[src/rtl/wb_pkg.sv]
// wb_pkg: shared widths and default queue depth for the writeback queue
package wb_pkg;
    localparam int XLEN       = 32;
    localparam int REG_ADDR_W = 5;
    localparam int WB_DEPTH   = 4;
endpackage

[src/rtl/wb_fifo.sv]
// wb_fifo: circular buffer with occupancy count and flush; storage array is not reset
module wb_fifo #(
    parameter int DEPTH = 4,
    parameter int W = 37,
    localparam int AW = $clog2(DEPTH)
) (
    input  logic          clk,
    input  logic          rst,
    input  logic          i_flush,
    input  logic          i_push,
    input  logic          i_pop,
    input  logic [W-1:0]  i_data,
    output logic [W-1:0]  o_mem [DEPTH],
    output logic [AW-1:0] o_rd_ptr,
    output logic [AW:0]   o_count
);
    logic [W-1:0]  r_mem [DEPTH];
    logic [AW-1:0] r_wr_ptr;
    logic [AW-1:0] r_rd_ptr;
    logic [AW:0]   r_count;
    // Pointers wrap naturally because DEPTH is a power of two
    always_ff @(posedge clk or posedge rst) begin
        if (rst) begin
            r_wr_ptr <= '0;
            r_rd_ptr <= '0;
            r_count  <= '0;
        end else if (i_flush) begin
            r_wr_ptr <= '0;
            r_rd_ptr <= '0;
            r_count  <= '0;
        end else begin
            r_wr_ptr <= r_wr_ptr + AW'(i_push);
            r_rd_ptr <= r_rd_ptr + AW'(i_pop);
            r_count  <= r_count + (AW+1)'(i_push) - (AW+1)'(i_pop);
        end
    end
    always_ff @(posedge clk) begin
        if (i_push) r_mem[r_wr_ptr] <= i_data;
    end
    assign o_mem    = r_mem;
    assign o_rd_ptr = r_rd_ptr;
    assign o_count  = r_count;
endmodule

[src/rtl/writeback_queue.sv]
// writeback_queue: buffers register-file writes with x0 filtering and stall gating.
// Define WB_BYPASS_EN to enable youngest-wins forwarding of queued writes to rs1/rs2.
module writeback_queue
    import wb_pkg::*;
#(
    parameter int DEPTH = WB_DEPTH,
    parameter int XLEN = wb_pkg::XLEN
) (
    input  logic                    clk,
    input  logic                    rst,
    input  logic                    flush,
    input  logic                    in_valid,
    output logic                    in_ready,
    input  logic [REG_ADDR_W-1:0]   in_rd,
    input  logic [XLEN-1:0]         in_data,
    input  logic                    rf_stall,
    output logic                    rf_we,
    output logic [REG_ADDR_W-1:0]   rf_rd,
    output logic [XLEN-1:0]         rf_write_data,
    input  logic [REG_ADDR_W-1:0]   rs1,
    input  logic [REG_ADDR_W-1:0]   rs2,
    output logic                    fwd1_hit,
    output logic                    fwd2_hit,
    output logic [XLEN-1:0]         fwd1_data,
    output logic [XLEN-1:0]         fwd2_data,
    output logic [$clog2(DEPTH):0]  count
);
    localparam int AW = $clog2(DEPTH);
    localparam int W = REG_ADDR_W + XLEN;
    logic [W-1:0]  w_mem [DEPTH];
    logic [AW-1:0] w_rd_ptr;
    logic [AW:0]   w_count;
    logic          w_push;
    logic          w_empty;
    assign w_empty  = w_count == '0;
    assign in_ready = w_count < (AW+1)'(DEPTH) && !flush;
    // x0 writes are handshaken but dropped here so they never occupy a slot
    assign w_push   = in_valid && in_ready && in_rd != '0;
    assign rf_we    = !w_empty && !rf_stall && !flush;
    assign {rf_rd, rf_write_data} = w_empty ? '0 : w_mem[w_rd_ptr];
    assign count    = w_count;
    wb_fifo #(.DEPTH(DEPTH), .W(W)) u_fifo (
        .clk      (clk),
        .rst      (rst),
        .i_flush  (flush),
        .i_push   (w_push),
        .i_pop    (rf_we),
        .i_data   ({in_rd, in_data}),
        .o_mem    (w_mem),
        .o_rd_ptr (w_rd_ptr),
        .o_count  (w_count)
    );
`ifdef WB_BYPASS_EN
    // Scan oldest to youngest so the last match, the youngest, wins
    always_comb begin
        fwd1_hit  = 1'b0;
        fwd2_hit  = 1'b0;
        fwd1_data = '0;
        fwd2_data = '0;
        for (int k = 0; k < DEPTH; k++) begin
            if ((AW+1)'(k) < w_count && rs1 != '0 && w_mem[w_rd_ptr + AW'(k)][W-1 -: REG_ADDR_W] == rs1) begin
                fwd1_hit  = 1'b1;
                fwd1_data = w_mem[w_rd_ptr + AW'(k)][XLEN-1:0];
            end
            if ((AW+1)'(k) < w_count && rs2 != '0 && w_mem[w_rd_ptr + AW'(k)][W-1 -: REG_ADDR_W] == rs2) begin
                fwd2_hit  = 1'b1;
                fwd2_data = w_mem[w_rd_ptr + AW'(k)][XLEN-1:0];
            end
        end
    end
`else
    logic w_unused;
    assign w_unused  = ^{rs1, rs2};
    assign fwd1_hit  = 1'b0;
    assign fwd2_hit  = 1'b0;
    assign fwd1_data = '0;
    assign fwd2_data = '0;
`endif
endmodule
[config.mk]
export PLATFORM = sky130hd
export DESIGN_NAME = writeback_queue
export DESIGN_NICKNAME = d
export VERILOG_FILES = /design/src/rtl/wb_pkg.sv /design/src/rtl/wb_fifo.sv /design/src/rtl/writeback_queue.sv
export SDC_FILE = /design/constraint.sdc
export NUM_CORES = 1
export LEC_CHECK = 0
export ABC_AREA = 1
export BUFFER_PORTS_ARGS = -buffer_cell sky130_fd_sc_hd__buf_2
export CAP_MARGIN = 20
export CORE_UTILIZATION = 45
export CTS_BUF_LIST = sky130_fd_sc_hd__clkbuf_8 sky130_fd_sc_hd__clkbuf_16
export CTS_CLUSTER_DIAMETER = 50
export DETAILED_ROUTE_END_ITERATION = 8
export PLACE_DENSITY = 0.78
export SLEW_MARGIN = 20
export SYNTH_ARGS = -nofsm -noshare
export SYNTH_HDL_FRONTEND = slang
export SYNTH_SLANG_ARGS = --single-unit
[constraint.sdc]
create_clock -name clk -period 3.3 [get_ports clk]
set_input_delay 0.33 -clock clk [delete_from_list [all_inputs] [get_ports clk]]
set_output_delay 0.33 -clock clk [all_outputs]
set_load 0.05 [all_outputs]
==> results by group <==
Yosys
  – Post-synth EDFFs: 148
  – Yosys cell types: 21
  – Synth Register Bits: 155
  – Top-count cell post-synth: inv_1
  – Synth Area in XOR/XNOR: 0.122%
  – Synth warn: 0
  – Mean post-synth cell area: approximately 10 µm²
  – Cells after Synth: 706
  – Largest family of logic cells by synthesized area: buffers and inverters
  – Post-Syn Area: 0.00720 mm²
  – Synth Area in Compound Gates: around 2.8%
  – Simple-gate share of the synthesized area: between 10% and 20%
  – Largest cells by area after synthesis: edfxtp_1 (62%), inv_1 (8.3%), nand2_1 (8.1%)
  – Post-synthesis sequential area ratio: 64.2%
  – Ys async rst share: between 4 and 5%
  – Synth cell count leaders: inv_1 (160), nand2_1 (156), edfxtp_1 (148), nand3_1 (75), buf_4 (68)
  – Adder-Cell Fraction of Synth Area: 0.974%
  – Ys flop type: edfxtp_1
  – Largest area contributor in the netlist: edfxtp_1
  – Top-area cell type share of the netlist area: approximately 62%
  – Post-synthesis mux area share: 0%

Worst hold path
  – Hold depth: 1
  – Worst min-delay path category: in -> reg

STA
  – Minimum clock period after layout: 2920 ps
  – Worst slew margin: approximately 37%
  – Final hold vios: 0
  – Worst-Margin Slew: between 900 and 1000 ps
  – Setup TNS: 0 ps
  – Layout Skew: ~7.6 ps
  – Setup-failing EPs final: 0
  – Final hold slack: ~120 ps
  – RSZ-0062 raised after global routing: no
  – Final WS setup: 381 ps
  – Fmax: roughly 0.34 GHz
  – Slew Limit Fails: 0
  – Tcrit/Tclk final: about nine tenths

Global routing
  – Met3 Usage GRT: 5.41%
  – Gr busiest metal: met2
  – GR Util met2: 31.8%
  – Vias in the first global route: between 4000 and 5000
  – Met1 Use GR: between 10% and 20%
  – Global-route wire length before repair: roughly 21000 µm
  – Largest net degree at the start of global routing: 76
  – GRT Total Usage: between 10% and 20%
  – Antenna violations before repair: 0
  – Gr ovfl total: 0

Floorplan
  – Num rows: between 40 and 50
  – Top Ports: 160
  – Die Wd: roughly 130 µm
  – Die Ht: 128 µm
  – Die Area: roughly 0.017 mm²
  – Core area: 0.0154 mm²
  – Starting Density: 46.7%

Flow run
  – Number of max-cap violations: 0

Power and ir drop
  – Maximum VDD drop: approximately 520 µV
  – P_leak: roughly 3.8 nW
  – Tot Pwr: 6.56 mW
  – PwrDens: 798 mW/mm²

Worst setup path
  – Slowest cell on the critical path: clkinv_2
  – Critical path arrival: 2590 ps
  – Startpoint Class: register
  – Worst Path Buf+Inv: 3
  – R2R Setup Slk: between 1000 and 1500 ps
  – R2R depth: 9
  – Crit-path leading delay family: buffers and inverters
  – Maximum fanout along the worst path: between 60 and 70
  – Stages on worst setup path: 6
  – CP required: 2970 ps
  – Setup CP Type: reg -> out
  – Slowest stage delay, CP: 700 ps
  – Worst-path cell chain: clkinv_2 -> buf_4 -> nand2_1 -> nand3_1 -> a21oi_1 -> buf_2
  – CP Capture Type: output pin

Place
  – Worst slack at placement: 957 ps
  – GPL Wtd Cong: between 0.6 and 0.7
  – Post-DP HPWL: between 7000 and 8000 µm
  – DP Cell Count: approximately 1000
  – IO Port Bufs: 83

Routing
  – Total number of vias: about 4600
  – Post-Route WL: 13500 µm
  – Antenna viol nets, final: 0
  – Vias per cell: 4.51
  – 1st-pass router iterations: 4
  – Initial DRC count: about 190
  – Wire per inst: between 10 and 15 µm
  – DRC viols: 0

Clock tree
  – CTS Buf Count: 17
  – Clock buffer depth: 2
  – Clock sink total: around 160
  – Clock Latency Late Sink: 420 ps
  – H-tree levels: 4
  – TritonCTS clock tree: built
  – Root Buffer: clkbuf_16
  – Worst-path clk slew: about 60 ps
  – Post-CTS Resized: 0

Run status
  – Status: finished clean

Final layout
  – NumNets Final: 846
  – Non-filler cells in the finished layout: between 1000 and 1500
  – Layout cells sized above 1: around 16%
  – # diodes: 0
  – Layout area overhead: 14.2%
==> state kept, by name, indices dropped and copies added, names as in the netlist <==
signal,cells
u_fifo.o_mem,148
u_fifo.r_wr_ptr,2
u_fifo.o_rd_ptr,2
u_fifo.o_count,3
==> path summary, 6_finish.rpt <==
| path | start | endpoint |
|---|---|---|
| min in group asynchronous | rst | u_fifo.o_count[0]$_DFF_PP0_ |
| max in group asynchronous | rst | u_fifo.o_rd_ptr[0]$_DFF_PP0_ |
| worst max register to register | u_fifo.o_count[2]$_DFF_PP0_ | u_fifo.o_count[2]$_DFF_PP0_ |
| worst max-delay path | u_fifo.o_rd_ptr[0]$_DFF_PP0_ | rf_rd[2] |
| worst min register to register | u_fifo.r_wr_ptr[1]$_DFF_PP0_ | u_fifo.r_wr_ptr[1]$_DFF_PP0_ |
| worst min-delay path | in_data[23] | u_fifo.o_mem[134]$_DFFE_PP_ |
==> power breakdown <==
group	total, mW	switching, mW	internal (mW)	leakage, nW
sequential	2.31	0.0416	2.26	1.43
combinational	2.36	1.91	0.448	2.10
clock	1.89	0.721	1.17	0.289
total	6.56	2.67	3.89	3.82
==> final cells by class <==
cell class                 count  area [µm²]
inverter                     162         609
clock inverter                15         161
tap                          211         264
clock buffer                  17         425
sequential                   155        4620
multi-input combinational    360        1600
timing repair buffer          93         531
fill                        1280        7210
==> cell families after synthesis <==
kind of cell / Yosys count
xor+xnor: 1
flops: 155
other cells: 1
buf+inv: 256
fa+ha+maj: 5
compound gates: 40
simple gates: 248
==> cell usage in the layout (no fill, tap or decap), types with 2 or more instances in the layout <==
master        n
buf_12        3
ha_1          4
nand2_1     156
clkinvlp_4    3
clkinv_4      3
nand3_1      75
nor2_4        5
bufinv_16     3
edfxtp_1    148
dfrtp_1       5
inv_1       164
clkbuf_16    17
buf_2        83
dfrtp_2       2
a21oi_1      39
buf_4         6
nor2_1        9
clkinv_1      2
conb_1       66
==> routing by layer <==
metal / routed length (µm) / share of wire [%] / up-vias
met5: 0 / 0 / -
met4: 158 / 1.2 / 0
li1: - / - / 2255
met1: 5180 / 38 / 2132
met3: 967 / 7.2 / 16
met2: 7160 / 53 / 166
==> repair_timing <==
action                                 4_1_cts  5_1_grt
hold buffers                                 1        0
endpoints found under the hold margin        7        0
buffers inserted                             0        0
==> through the flow <==
step | utilization, % | instance area [µm²]
after floorplan | - | 7450
after global placement | 49.4 | 7620
after detailed placement | 49.4 | 7620
after CTS | 53.2 | 8210
after global routing | 53.3 | 8220
final | 53.3 | 8220
==> worst register-to-register path, cell delays in order, from the launching register on <==
cell and delay [ps]:
dfrtp_1 410, nor3b_1 200, nand2_1 310, ha_1 380
inv_1 50, ha_1 130, inv_1 50, fa_1 380
a21oi_1 150, nor2_1 60
No activity file was read; power rests on OpenSTA's default activity.
